$ cat config.mk
export PLATFORM = sky130hd
export DESIGN_NAME = puf_access_arbiter
export DESIGN_NICKNAME = d
export VERILOG_FILES = /design/src/rtl/puf_access_arbiter.sv
export SDC_FILE = /design/constraint.sdc
export NUM_CORES = 1
export LEC_CHECK = 0
export BUFFER_PORTS_ARGS = -buffer_cell sky130_fd_sc_hd__buf_2
export CORE_ASPECT_RATIO = 0.9
export CORE_MARGIN = 8
export CORE_UTILIZATION = 49
export CTS_BUF_LIST = sky130_fd_sc_hd__clkbuf_4 sky130_fd_sc_hd__clkbuf_8 sky130_fd_sc_hd__clkbuf_16
export DETAILED_ROUTE_END_ITERATION = 7
export PLACE_DENSITY = 0.77
export SLEW_MARGIN = 10
export SYNTH_ARGS = -nofsm -noshare
export SYNTH_HDL_FRONTEND = slang
export SYNTH_SLANG_ARGS = --single-unit
$ cat constraint.sdc
create_clock -name TCK -period 2.5 [get_ports TCK]
set_clock_uncertainty 0.2 [all_clocks]
set_input_delay 0.375 -clock TCK [delete_from_list [all_inputs] [get_ports TCK]]
set_output_delay 0.375 -clock TCK [all_outputs]
set_load 0.005 [all_outputs]
$ cat src/rtl/puf_access_arbiter.sv
// puf_access_arbiter
// Shares one PUF core between two requesters (0 = JTAG auth, 1 = on-chip
// self-test/enrolment). Round-robin arbitration, PUF challenge/generate
// handshake with a bounded wait for puf_ready, response-counter launch with a
// bounded wait for count_done, then a one-cycle done pulse to the owner.
//
// Ports
//   TCK, TRST_N            clock (posedge) and async active-low reset
//   req0/chal0, req1/chal1 level requests and their challenges
//   grant0/grant1          current owner of the PUF (mutually exclusive)
//   done0/done1            one-cycle completion pulses
//   resp_out               captured response (16'hDEAD on ready timeout)
//   timeout_flag           1 = last transaction aborted by a timeout
//   puf_challenge          challenge latched at grant, stable until next grant
//   puf_generate           one-cycle start pulse to the PUF core
//   puf_response/puf_ready PUF output and its valid level
//   counter_start          one-cycle launch pulse to the response counter
//   count_done             counter finished
//   busy                   arbiter is not idle
module puf_access_arbiter #(
  parameter int unsigned CHAL_W         = 5,
  parameter int unsigned RESP_W         = 16,
  parameter int unsigned TIMEOUT_CYCLES = 64,
  parameter int unsigned TMR_W          = 8
) (
  input  logic              TCK,
  input  logic              TRST_N,
  input  logic              req0,
  input  logic [CHAL_W-1:0] chal0,
  input  logic              req1,
  input  logic [CHAL_W-1:0] chal1,
  output logic              grant0,
  output logic              grant1,
  output logic              done0,
  output logic              done1,
  output logic [RESP_W-1:0] resp_out,
  output logic              timeout_flag,
  output logic [CHAL_W-1:0] puf_challenge,
  output logic              puf_generate,
  input  logic [RESP_W-1:0] puf_response,
  input  logic              puf_ready,
  output logic              counter_start,
  input  logic              count_done,
  output logic              busy
);

  localparam logic [TMR_W-1:0]  TMR_LAST   = TMR_W'(TIMEOUT_CYCLES - 1);
  localparam logic [TMR_W-1:0]  TMR_ZERO   = '0;
  localparam logic [TMR_W-1:0]  TMR_ONE    = TMR_W'(1);
  localparam logic [RESP_W-1:0] ABORT_RESP = RESP_W'(16'hDEAD);

  typedef enum logic [2:0] {
    ST_IDLE     = 3'd0,
    ST_ISSUE    = 3'd1,
    ST_WAIT_RDY = 3'd2,
    ST_COUNT    = 3'd3,
    ST_RELEASE  = 3'd4
  } state_e;

  state_e              state_q, state_d;
  logic [TMR_W-1:0]    timer_q, timer_d;
  logic                last_served_q, last_served_d;
  logic                grant0_q, grant0_d;
  logic                grant1_q, grant1_d;
  logic                done0_q, done0_d;
  logic                done1_q, done1_d;
  logic [RESP_W-1:0]   resp_q, resp_d;
  logic                timeout_q, timeout_d;
  logic [CHAL_W-1:0]   chal_q, chal_d;
  logic                gen_q, gen_d;
  logic                cstart_q, cstart_d;
  logic                busy_q, busy_d;
  logic                pick0_c;
  logic                pick1_c;

  // Round-robin pick: on a tie, the requester not served last wins.
  assign pick0_c = req0 && (!req1 || last_served_q);
  assign pick1_c = req1 && !pick0_c;

  // Next-state and registered-output logic.
  always_comb begin
    state_d       = state_q;
    timer_d       = timer_q;
    last_served_d = last_served_q;
    grant0_d      = grant0_q;
    grant1_d      = grant1_q;
    done0_d       = 1'b0;
    done1_d       = 1'b0;
    resp_d        = resp_q;
    timeout_d     = timeout_q;
    chal_d        = chal_q;
    gen_d         = 1'b0;
    cstart_d      = 1'b0;

    unique case (state_q)
      ST_IDLE: begin
        if (pick0_c) begin
          grant0_d = 1'b1;
          chal_d   = chal0;
          state_d  = ST_ISSUE;
        end else if (pick1_c) begin
          grant1_d = 1'b1;
          chal_d   = chal1;
          state_d  = ST_ISSUE;
        end
      end

      ST_ISSUE: begin
        gen_d     = 1'b1;
        timer_d   = TMR_ZERO;
        timeout_d = 1'b0;
        state_d   = ST_WAIT_RDY;
      end

      ST_WAIT_RDY: begin
        timer_d = timer_q + TMR_ONE;
        // First cycle is blanked so a ready left over from before is ignored.
        if (puf_ready && (timer_q != TMR_ZERO)) begin
          resp_d   = puf_response;
          cstart_d = 1'b1;
          timer_d  = TMR_ZERO;
          state_d  = ST_COUNT;
        end else if (timer_q == TMR_LAST) begin
          resp_d    = ABORT_RESP;
          timeout_d = 1'b1;
          state_d   = ST_RELEASE;
        end
      end

      ST_COUNT: begin
        timer_d = timer_q + TMR_ONE;
        if (count_done) begin
          state_d = ST_RELEASE;
        end else if (timer_q == TMR_LAST) begin
          timeout_d = 1'b1;
          state_d   = ST_RELEASE;
        end
      end

      ST_RELEASE: begin
        done0_d       = grant0_q;
        done1_d       = grant1_q;
        last_served_d = grant1_q;
        grant0_d      = 1'b0;
        grant1_d      = 1'b0;
        timer_d       = TMR_ZERO;
        state_d       = ST_IDLE;
      end

      default: begin
        grant0_d = 1'b0;
        grant1_d = 1'b0;
        timer_d  = TMR_ZERO;
        state_d  = ST_IDLE;
      end
    endcase

    busy_d = (state_d != ST_IDLE);
  end

  // State and output registers.
  always_ff @(posedge TCK or negedge TRST_N) begin
    if (!TRST_N) begin
      state_q       <= ST_IDLE;
      timer_q       <= '0;
      last_served_q <= 1'b1;
      grant0_q      <= 1'b0;
      grant1_q      <= 1'b0;
      done0_q       <= 1'b0;
      done1_q       <= 1'b0;
      resp_q        <= '0;
      timeout_q     <= 1'b0;
      chal_q        <= '0;
      gen_q         <= 1'b0;
      cstart_q      <= 1'b0;
      busy_q        <= 1'b0;
    end else begin
      state_q       <= state_d;
      timer_q       <= timer_d;
      last_served_q <= last_served_d;
      grant0_q      <= grant0_d;
      grant1_q      <= grant1_d;
      done0_q       <= done0_d;
      done1_q       <= done1_d;
      resp_q        <= resp_d;
      timeout_q     <= timeout_d;
      chal_q        <= chal_d;
      gen_q         <= gen_d;
      cstart_q      <= cstart_d;
      busy_q        <= busy_d;
    end
  end

  assign grant0        = grant0_q;
  assign grant1        = grant1_q;
  assign done0         = done0_q;
  assign done1         = done1_q;
  assign resp_out      = resp_q;
  assign timeout_flag  = timeout_q;
  assign puf_challenge = chal_q;
  assign puf_generate  = gen_q;
  assign counter_start = cstart_q;
  assign busy          = busy_q;

endmodule
==> metrics.txt, run 1 <==
flop2flop setup slack=0.37 ns; worst-margin pin slew=~0.90 ns; status=finished, violations left; Layout area overhead=21.6%; drt first pass iters=4; Top FF cell, synth=dfrtp_1; Critical Path Source Type=flip-flop; CP max FO=16; Chip Height=74.0 µm; layout cells sized above 1=about a third; top cell type by total area after synthesis=dfrtp_1; setup bufs post-CTS=0; min-delay worst type=input port to asynchronous set/reset pin; Residual DRC=0; Final setup violation count=0; Relative slew margins=39.5%; Leak=approximately 1.1 nW; Hold Fails Final Rpt=21; pwr dens=1080 mW/mm²; Synth top area share=54.6%; hold_ws=-0.0171 ns; final RePlAce weighted congestion=0.772; RSZ-0062 raised after global routing=no; Mapped Avg Cell Area=11.7 µm²; Nets=251; Synth cell types=between 40 and 50; endpoint class of the critical path=flip-flop; post_cts resized=0; PortBufs=60; synth top area cells=dfrtp_1 (55%), o22a_1 (5.3%), nand2_1 (2.9%); Clock Latency Late Sink=about 0.29 ns; die width=a little over 80 µm; FF-to-FF Start=timer_q[0]; final wirelength=approximately 3.9 mm; number of flops mapped to enable cells by yosys=0; synth warn=0; failing checks=negative hold slack; FMAX=about 470 MHz; Post-Synthesis Cells=about 160; reg-to-reg critical path endpoint=busy; post-detail-place hpwl=between 2 and 3 mm; DRT iter0 DRCs=approximately 120; CP required=roughly 2.5 ns; FF-to-FF path depth=7; crit path time final=2.13 ns; CTS Root Cell=clkbuf_8; Worst-path clk slew=approximately 0.070 ns; Core ar.=roughly 0.0037 mm²; CP arrival=2.09 ns; most frequent cells after synthesis=dfrtp_1 (40), nand2_1 (14), o22a_1 (11), o21ai_0 (10), inv_1 (8); Slew Limit Fails=0; Seq cells post-synth=41; # Max-Cap Violations=0; Post-Syn Area=0.00183 mm²; starting density of the core=around 50%; routed vias=between 1,000 and 1,500; sequential area share after synthesis=56.0%; Syn Nets=191; die area=just under 0.006 mm²; routed vias/inst=between 5 and 6; initial antenna violation count=0; grt total ovfl=0; Num CTS Buffers=5; most frequent cell after synthesis=dfrtp_1; largest net degree at the start of global routing=42; num ports=61; GRT Util Overall=14.2%; Peak VDD IR=0.692 mV; fin crit share=a little under nine tenths; CTS tree=done; CTS sink cnt=41; global-route wire length before repair=6.67 mm; vias in the first global route=~1,500; WS Path Type=flip-flop to flip-flop; Worst Setup SP=timer_q[0]; ys async rst share=100%; H-tree levels=2; ANT nets after route=0; Rows=21; n_diodes=0; drt wl/cell=between 10 and 15 µm; final setup TNS=0 ns; critical path endpoint=busy; clock tree buffer depth=2; cts hold-fix bufs=0
-- registers in the layout, indices dropped and copies added, names as in the netlist --
signal,count
done1,1
last_served_q,1
grant1,1
counter_start,1
grant0,1
puf_challenge,5
state_q,3
busy,1
timer_q,8
puf_generate,1
done0,1
resp_out,16
timeout_flag,1
-- layout make-up --
cell class | count | area, µm²
well taps | 46 | 57.6
inverters | 9 | 33.8
repair buffers | 60 | 300
flip-flops and latches | 41 | 1030
clock buffers | 7 | 83.8
fillers | 311 | 1420
multi-input cells | 100 | 721
clock inverters | 1 | 7.51
-- placed cells by master, fill, tap and decap left out, types with 2 or more instances in the layout --
master      n
dfrtp_1    40
mux2i_1     5
o22ai_1     2
o2111ai_1   2
clkbuf_4    2
o22a_1     11
or3_1       2
a21oi_1     3
nand3_1     5
nand2_1    14
xor2_1      3
nand4_1     2
nor3b_1     2
nand3_4     2
inv_1       8
o21ai_0    10
and3_1      3
a21o_1      2
a22o_1      5
nor2_1      5
ha_1        2
buf_2      60
nor3_1      2
a31oi_1     3
clkbuf_8    5
-- metal layers --
| layer | vias up | share of wire, % | GRT usage (%) |
|---|---|---|---|
| li1 | 692 | - | - |
| met1 | 731 | 44 | 16.3 |
| met2 | 40 | 47 | 23.1 |
| met3 | 5 | 6.8 | 5.19 |
| met4 | 0 | 1.5 | 6.65 |
| met5 | - | 0 | 0 |
-- how the worst min path moves through the flow --
| stage | from | end | cells past startpoint | slack, ns |
|---|---|---|---|---|
| 2_1_floorplan | TRST_N | busy | 0 | -0.12 |
| 3_3_place_gp | puf_challenge[1] | puf_challenge[1] | 2 | 0.26 |
| 3_5_place_dp | puf_challenge[3] | puf_challenge[3] | 2 | 0.27 |
| 4_1_cts | TRST_N | resp_out[4] | 1 | 0.02 |
| 5_1_grt | TRST_N | resp_out[4] | 1 | 0.06 |
| 6_report | TRST_N | resp_out[8] | 1 | -0.02 |
-- critical path, cell delays in order (launching register included) --
cell and delay (ns):
dfrtp_1 0.48, inv_1 0.09, ha_1 0.14, nor4b_2 0.25, a211o_2 0.40, inv_2 0.12
a21oi_1 0.18, o2111ai_1 0.13
-- stage by stage --
step | instances | total power [mW] | setup WS, ns | utilization, % | instance area [µm²]
3_3_place_gp | 256 | 1.98 | 0.416 | 58.6 | 2140
6_report | 264 | 2.41 | 0.374 | 61.1 | 2230
4_1_cts | 264 | 2.43 | 0.395 | 61.1 | 2230
5_1_grt | 264 | 2.59 | 0.207 | 61.1 | 2230
3_5_place_dp | 256 | 1.99 | 0.399 | 58.6 | 2140
2_1_floorplan | 157 | 1.66 | 0.620 | - | 1830
-- where the power goes --
| part | internal [mW] | switching, mW | total [mW] |
|---|---|---|---|
| logic | 0.418 | 0.445 | 0.863 |
| clock network | 0.219 | 0.219 | 0.438 |
| registers | 0.907 | 0.199 | 1.11 |
-- cell families (layout without fill, tap and decap cells) --
family / after synthesis / after routing / synth area share (%)
AOI/OAI and AO/OA: 46 / 46 / 19.0
xor gates and xnor gates: 3 / 3 / 1.43
adders and majority gates: 2 / 2 / 1.36
buffers and inverters: 16 / 77 / 4.71
DFF: 41 / 41 / 56.0
muxes: 5 / 5 / 2.73
and+or+nand+nor: 44 / 44 / 14.8
Note: power is estimated with default switching activity, not from simulation.
==> inputs of run 2 (changes only) <==
--- a/config.mk
+++ b/config.mk
@@ -8,10 +8,11 @@
 export BUFFER_PORTS_ARGS = -buffer_cell sky130_fd_sc_hd__buf_2
 export CORE_ASPECT_RATIO = 0.9
 export CORE_MARGIN = 8
-export CORE_UTILIZATION = 49
+export CORE_UTILIZATION = 30
 export CTS_BUF_LIST = sky130_fd_sc_hd__clkbuf_4 sky130_fd_sc_hd__clkbuf_8 sky130_fd_sc_hd__clkbuf_16
 export DETAILED_ROUTE_END_ITERATION = 7
-export PLACE_DENSITY = 0.77
+export GPL_TIMING_DRIVEN = 0
+export PLACE_DENSITY = 0.51
 export SLEW_MARGIN = 10
 export SYNTH_ARGS = -nofsm -noshare
 export SYNTH_HDL_FRONTEND = slang
==> run 2 against run 1 <==
Net effect:
- the run now ends clean
- via count fell by 1.8%
- non-clock buffer count up 7
- critical path depth fell by 1
- register-to-register slack improved by 0.06 ns
- sequential power decreased by 6%
==> metrics.txt, run 2 (synthesis results as in run 1) <==
endpoint class of the critical path=flip-flop; starting density of the core=30.5%; Leak=around 1.1 nW; grt total ovfl=0; fillers=595; hold_ws=0.0122 ns; initial antenna violation count=0; Final setup violation count=0; ANT nets after route=0; FF-to-FF Start=timer_q[0]; final setup TNS=0 ns; post-route insts no fill=a little under 300; clock tree buffer depth=2; GRT Util Overall=between 10% and 20%; reg-to-reg critical path endpoint=resp_out[3]; Peak VDD IR=0.474 mV; Rows=27; FF-to-FF path depth=6; Residual DRC=0; Cell Area, Placed=about 0.0022 mm²; CTS sink cnt=41; worst setup margin=between 0.4 and 0.5 ns; Worst-path clk slew=0.08 ns; worst-margin pin slew=0.915 ns; Critical Path Source Type=flip-flop; Clock Latency Late Sink=roughly 0.30 ns; Layout area overhead=28.6%; RSZ-0062 raised after global routing=no; min-delay worst type=input port to asynchronous set/reset pin; DRT iter0 DRCs=64; overall power=between 2 and 3 mW; post_cts resized=0; largest net degree at the start of global routing=42; die area=0.00888 mm²; final wirelength=4.38 mm; vias in the first global route=1,562; Finished Core Util=between 30 and 40%; Num CTS Buffers=5; cts hold-fix bufs=0; drt wl/cell=~15 µm; CP required=between 2 and 2.5 ns; flop2flop setup slack=0.43 ns; fin area=0.00236 mm²; crit path time final=2.07 ns; number of flip-flops in the largest register=16; num ports=61; H-tree levels=2; critical path endpoint=resp_out[3]; WS Path Type=flip-flop to flip-flop; Core ar.=about 0.0060 mm²; Slew Limit Fails=0; leading cell type in the layout, fill and taps excluded=buf_2; global-route wire length before repair=7.59 mm; leading cell types in the layout, fill and taps excluded=buf_2 (62), dfrtp_1 (40), nand2_1 (14), o22a_1 (11), o21ai_0 (10); pwr dens=roughly 1100 mW/mm²; Setup WS pre-CTS=around 0.45 ns; Worst Setup SP=timer_q[0]; PortBufs=60; routed vias=1,441; CTS Root Cell=clkbuf_8; Nets=about 260; n_diodes=0; final RePlAce weighted congestion=~0.76; Chip Height=between 90 and 100 µm; fin crit share=around 83%; setup bufs post-CTS=0; die width=98.4 µm; routed vias/inst=just under 5; Hold Fails Final Rpt=0; dpl cells=roughly 290; status=complete, no violations; # Max-Cap Violations=0; post-detail-place hpwl=around 3.3 mm; CP arrival=2.05 ns; Relative slew margins=about two fifths; CP max FO=10; CTS tree=done; drt first pass iters=4; layout cells sized above 1=36.9%; FMAX=483 MHz
[run 2: report_power, final]
group | internal, mW | switching, mW
clock network | 0.397 | 0.233
registers | 0.907 | 0.134
logic | 0.457 | 0.527
[run 2: area by class of cell]
| type | count | area, µm² | share of cell area, % |
|---|---|---|---|
| multi-input combinational | 100 | 721 | 30.6 |
| inverter | 9 | 33.8 | 1.43 |
| clock buffer | 5 | 68.8 | 2.92 |
| sequential | 41 | 1030 | 43.6 |
| clock inverter | 3 | 65.1 | 2.76 |
| tap | 72 | 90.1 | 3.82 |
| buffer | 7 | 52.6 | 2.23 |
| timing repair buffer | 60 | 300 | 12.7 |
[run 2: routing by layer]
layer | global-route usage, % | vias up | wire (µm)
met3 | 4.31 | 7 | 318
met4 | 4.21 | 0 | 71
met5 | 0 | - | 0
met1 | 13.3 | 681 | 2150
met2 | 15.6 | 47 | 1840
li1 | - | 706 | -
[run 2: worst min path at each step]
stage / slack, ns / cells after the start / startpoint / end
detailed placement: 0.27 / 2 / puf_challenge[1] / puf_challenge[1]
CTS: 0.05 / 1 / TRST_N / resp_out[5]
floorplan: -0.12 / 0 / TRST_N / busy
global placement: 0.26 / 2 / puf_challenge[4] / puf_challenge[4]
finish: 0.01 / 1 / TRST_N / resp_out[3]
global route: 0.08 / 1 / TRST_N / resp_out[3]
[run 2: critical path, stage by stage (launching register included)]
cell and delay (ns):
dfrtp_1 0.48, inv_1 0.07, ha_1 0.21, nor4b_2 0.17, a211o_2 0.39, buf_2 0.22, o22a_1 0.21
==> inputs of run 3 (changes only) <==
--- a/config.mk
+++ b/config.mk
@@ -12,7 +12,7 @@
 export CTS_BUF_LIST = sky130_fd_sc_hd__clkbuf_4 sky130_fd_sc_hd__clkbuf_8 sky130_fd_sc_hd__clkbuf_16
 export DETAILED_ROUTE_END_ITERATION = 7
 export GPL_TIMING_DRIVEN = 0
-export PLACE_DENSITY = 0.51
+export PLACE_DENSITY = 0.53
 export SLEW_MARGIN = 10
 export SYNTH_ARGS = -nofsm -noshare
 export SYNTH_HDL_FRONTEND = slang
==> constraint.sdc (replaced) <==
create_clock -name TCK -period 1.7 [get_ports TCK]
set_clock_uncertainty 0.2 [all_clocks]
set_input_delay 0.255 -clock TCK [delete_from_list [all_inputs] [get_ports TCK]]
set_output_delay 0.255 -clock TCK [all_outputs]
set_load 0.005 [all_outputs]
==> run 3 against run 2 <==
Net effect:
- the run now ends with negative setup slack left
- routed wire length grew 8.4%
- sequential power grew 47%
- die area is the same
- design area grew 12%
- worst setup slack lost 0.55 ns
- via count grew 4.8%
- sequential share of layout area shrank 4.5 points
- combinational power grew 87%
- register-to-register slack lost 0.55 ns
==> metrics.txt, run 3 (synthesis results as in run 1) <==
H-tree levels=2; slowest stage cell, crit path=dfrtp_2; die area=0.00888 mm²; routed vias/inst=around 4.7; fin crit share=107%; ANT nets after route=0; Peak VDD IR=0.629 mV; endpoint class of the critical path=flip-flop; CP required=about 1.7 ns; area of the multi-input gates=826 µm²; final wirelength=between 4 and 5 mm; Leak=around 1.2 nW; global-route wire length before repair=between 8 and 9 mm; die width=between 90 and 100 µm; min-delay worst type=input port to flip-flop; gr busiest metal=met2; worst setup margin=-0.117 ns; Chip Height=90.2 µm; starting density of the core=between 30% and 40%; GRT Util Overall=~11%; RSZ-0062 raised after global routing=yes; hold_ws=between 0.008 and 0.009 ns; Num CTS Buffers=5; fillers=590; Final setup violation count=21; DRT iter0 DRCs=62; CTS Root Cell=clkbuf_8; leading cell types in the layout, fill and taps excluded=buf_2 (62), dfrtp_1 (35), dlygate4sd3_1 (14), nand2_1 (13), o22a_1 (11); grt met1 use=about 15%; final RePlAce weighted congestion=approximately 0.74; vias in the first global route=~1,600; drt wl/cell=14.9 µm; Nets=~280; Worst-path clk slew=around 0.070 ns; n_diodes=0; CTS sink cnt=41; drt first pass iters=4; CP arrival=1.79 ns; WS Path Type=flip-flop to flip-flop; Rows=27; overall power=between 4 and 5 mW; # Max-Cap Violations=0; clock tree buffer depth=2; crit path time final=around 1.8 ns; met2 track demand over resource=between 15 and 20%; num ports=61; post-detail-place hpwl=approximately 3.2 mm; Residual DRC=0; initial antenna violation count=0; final setup TNS=-1.44 ns; grt total ovfl=0; pwr dens=1530 mW/mm²; CP max FO=6; CTS tree=done; Layout area overhead=44.2%; number of flip-flops in the largest register=16; layout cells sized above 1=45.5%; Core ar.=about 0.0060 mm²; worst-margin pin slew=0.914 ns; PortBufs=60; CP peak stage delay=0.41 ns; Critical Path Source Type=flip-flop; leading cell type in the layout, fill and taps excluded=buf_2; Hold Fails Final Rpt=0; CP Cell Sequence=inv_2 -> ha_4 -> nor4b_4 -> a211o_4 -> o31a_1 -> a22o_1; Relative slew margins=roughly 39%; met3 usage=about 3.9%; Clock Latency Late Sink=between 0.2 and 0.3 ns; routed vias=between 1,500 and 2,000; Storage cell area=a little over 0.001 mm²; Slew Limit Fails=0; largest net degree at the start of global routing=42; FMAX=between 500 and 600 MHz; failing checks=negative setup slack; status=finished, violations left
run 3: cell count changes in the layout (fill, tap and decap cells not counted), sizes merged:
cell,previous run,this run
buf,65,73
clkinv,1,0
clkbuf,7,9
dlygate4sd3,0,14
bufinv,2,0
run 3: repair_timing:
item                       4_1_cts  5_1_grt
resized for setup               19       15
hold endpoints to repair        53        0
pin swaps                       11       14
gates cloned                     1        0
buffers inserted                 6        0
hold buffers                    14        0
setup endpoints to repair       33       34
run 3: report_power, final:
group | internal (mW) | total, mW | switching [mW]
combinational | 0.904 | 1.84 | 0.935
clock | 0.364 | 0.693 | 0.329
sequential | 1.34 | 1.53 | 0.186
run 3: worst max-delay path: cells and delay by family (launching register included):
| family | cells | cell delay [ns] |
|---|---|---|
| buffers and inverters | 1 | 0.05 |
| AO/OA/AOI/OAI | 3 | 0.77 |
| adder cells (fa/ha/maj) | 1 | 0.14 |
| AND/OR/NAND/NOR | 1 | 0.13 |
| flip-flops | 1 | 0.41 |
run 3: stage by stage:
step	instances	utilization, %	setup slack (ns)	cell area, µm²
after floorplan	157	-	-0.0889	1870
after global routing	318	44.0	-0.190	2650
after CTS	318	43.2	-0.121	2600
after global placement	289	37.5	-0.292	2260
final	318	44.0	-0.117	2650
after detailed placement	289	37.5	-0.287	2260
run 3: worst paths after layout:
check	from	to	slack [ns]	cells past startpoint
min in group asynchronous	TRST_N	resp_out[7]	0.43	2
worst min register to register	puf_challenge[0]	puf_challenge[0]	0.28	2
max in group asynchronous	TRST_N	timer_q[0]	0.24	2
worst min-delay path	puf_response[13]	resp_out[13]	0.008	2
worst max register to register	timer_q[1]	resp_out[13]	-0.12	6
worst max-delay path	timer_q[1]	resp_out[13]	-0.12	6
run 3: final cells by class:
type / count / area share [%]
plain buffers: 7 / 2.27
repair buffers: 81 / 19.1
multi-input cells: 100 / 31.2
inverters: 9 / 1.28
flip-flops and latches: 41 / 39.1
well taps: 72 / 3.41
clock buffers: 8 / 3.69
run 3: routing by layer:
metal	up-vias	share of wire (%)
met5	-	0
met4	0	1.1
met3	8	5.6
met2	37	44
met1	719	49
li1	746	-
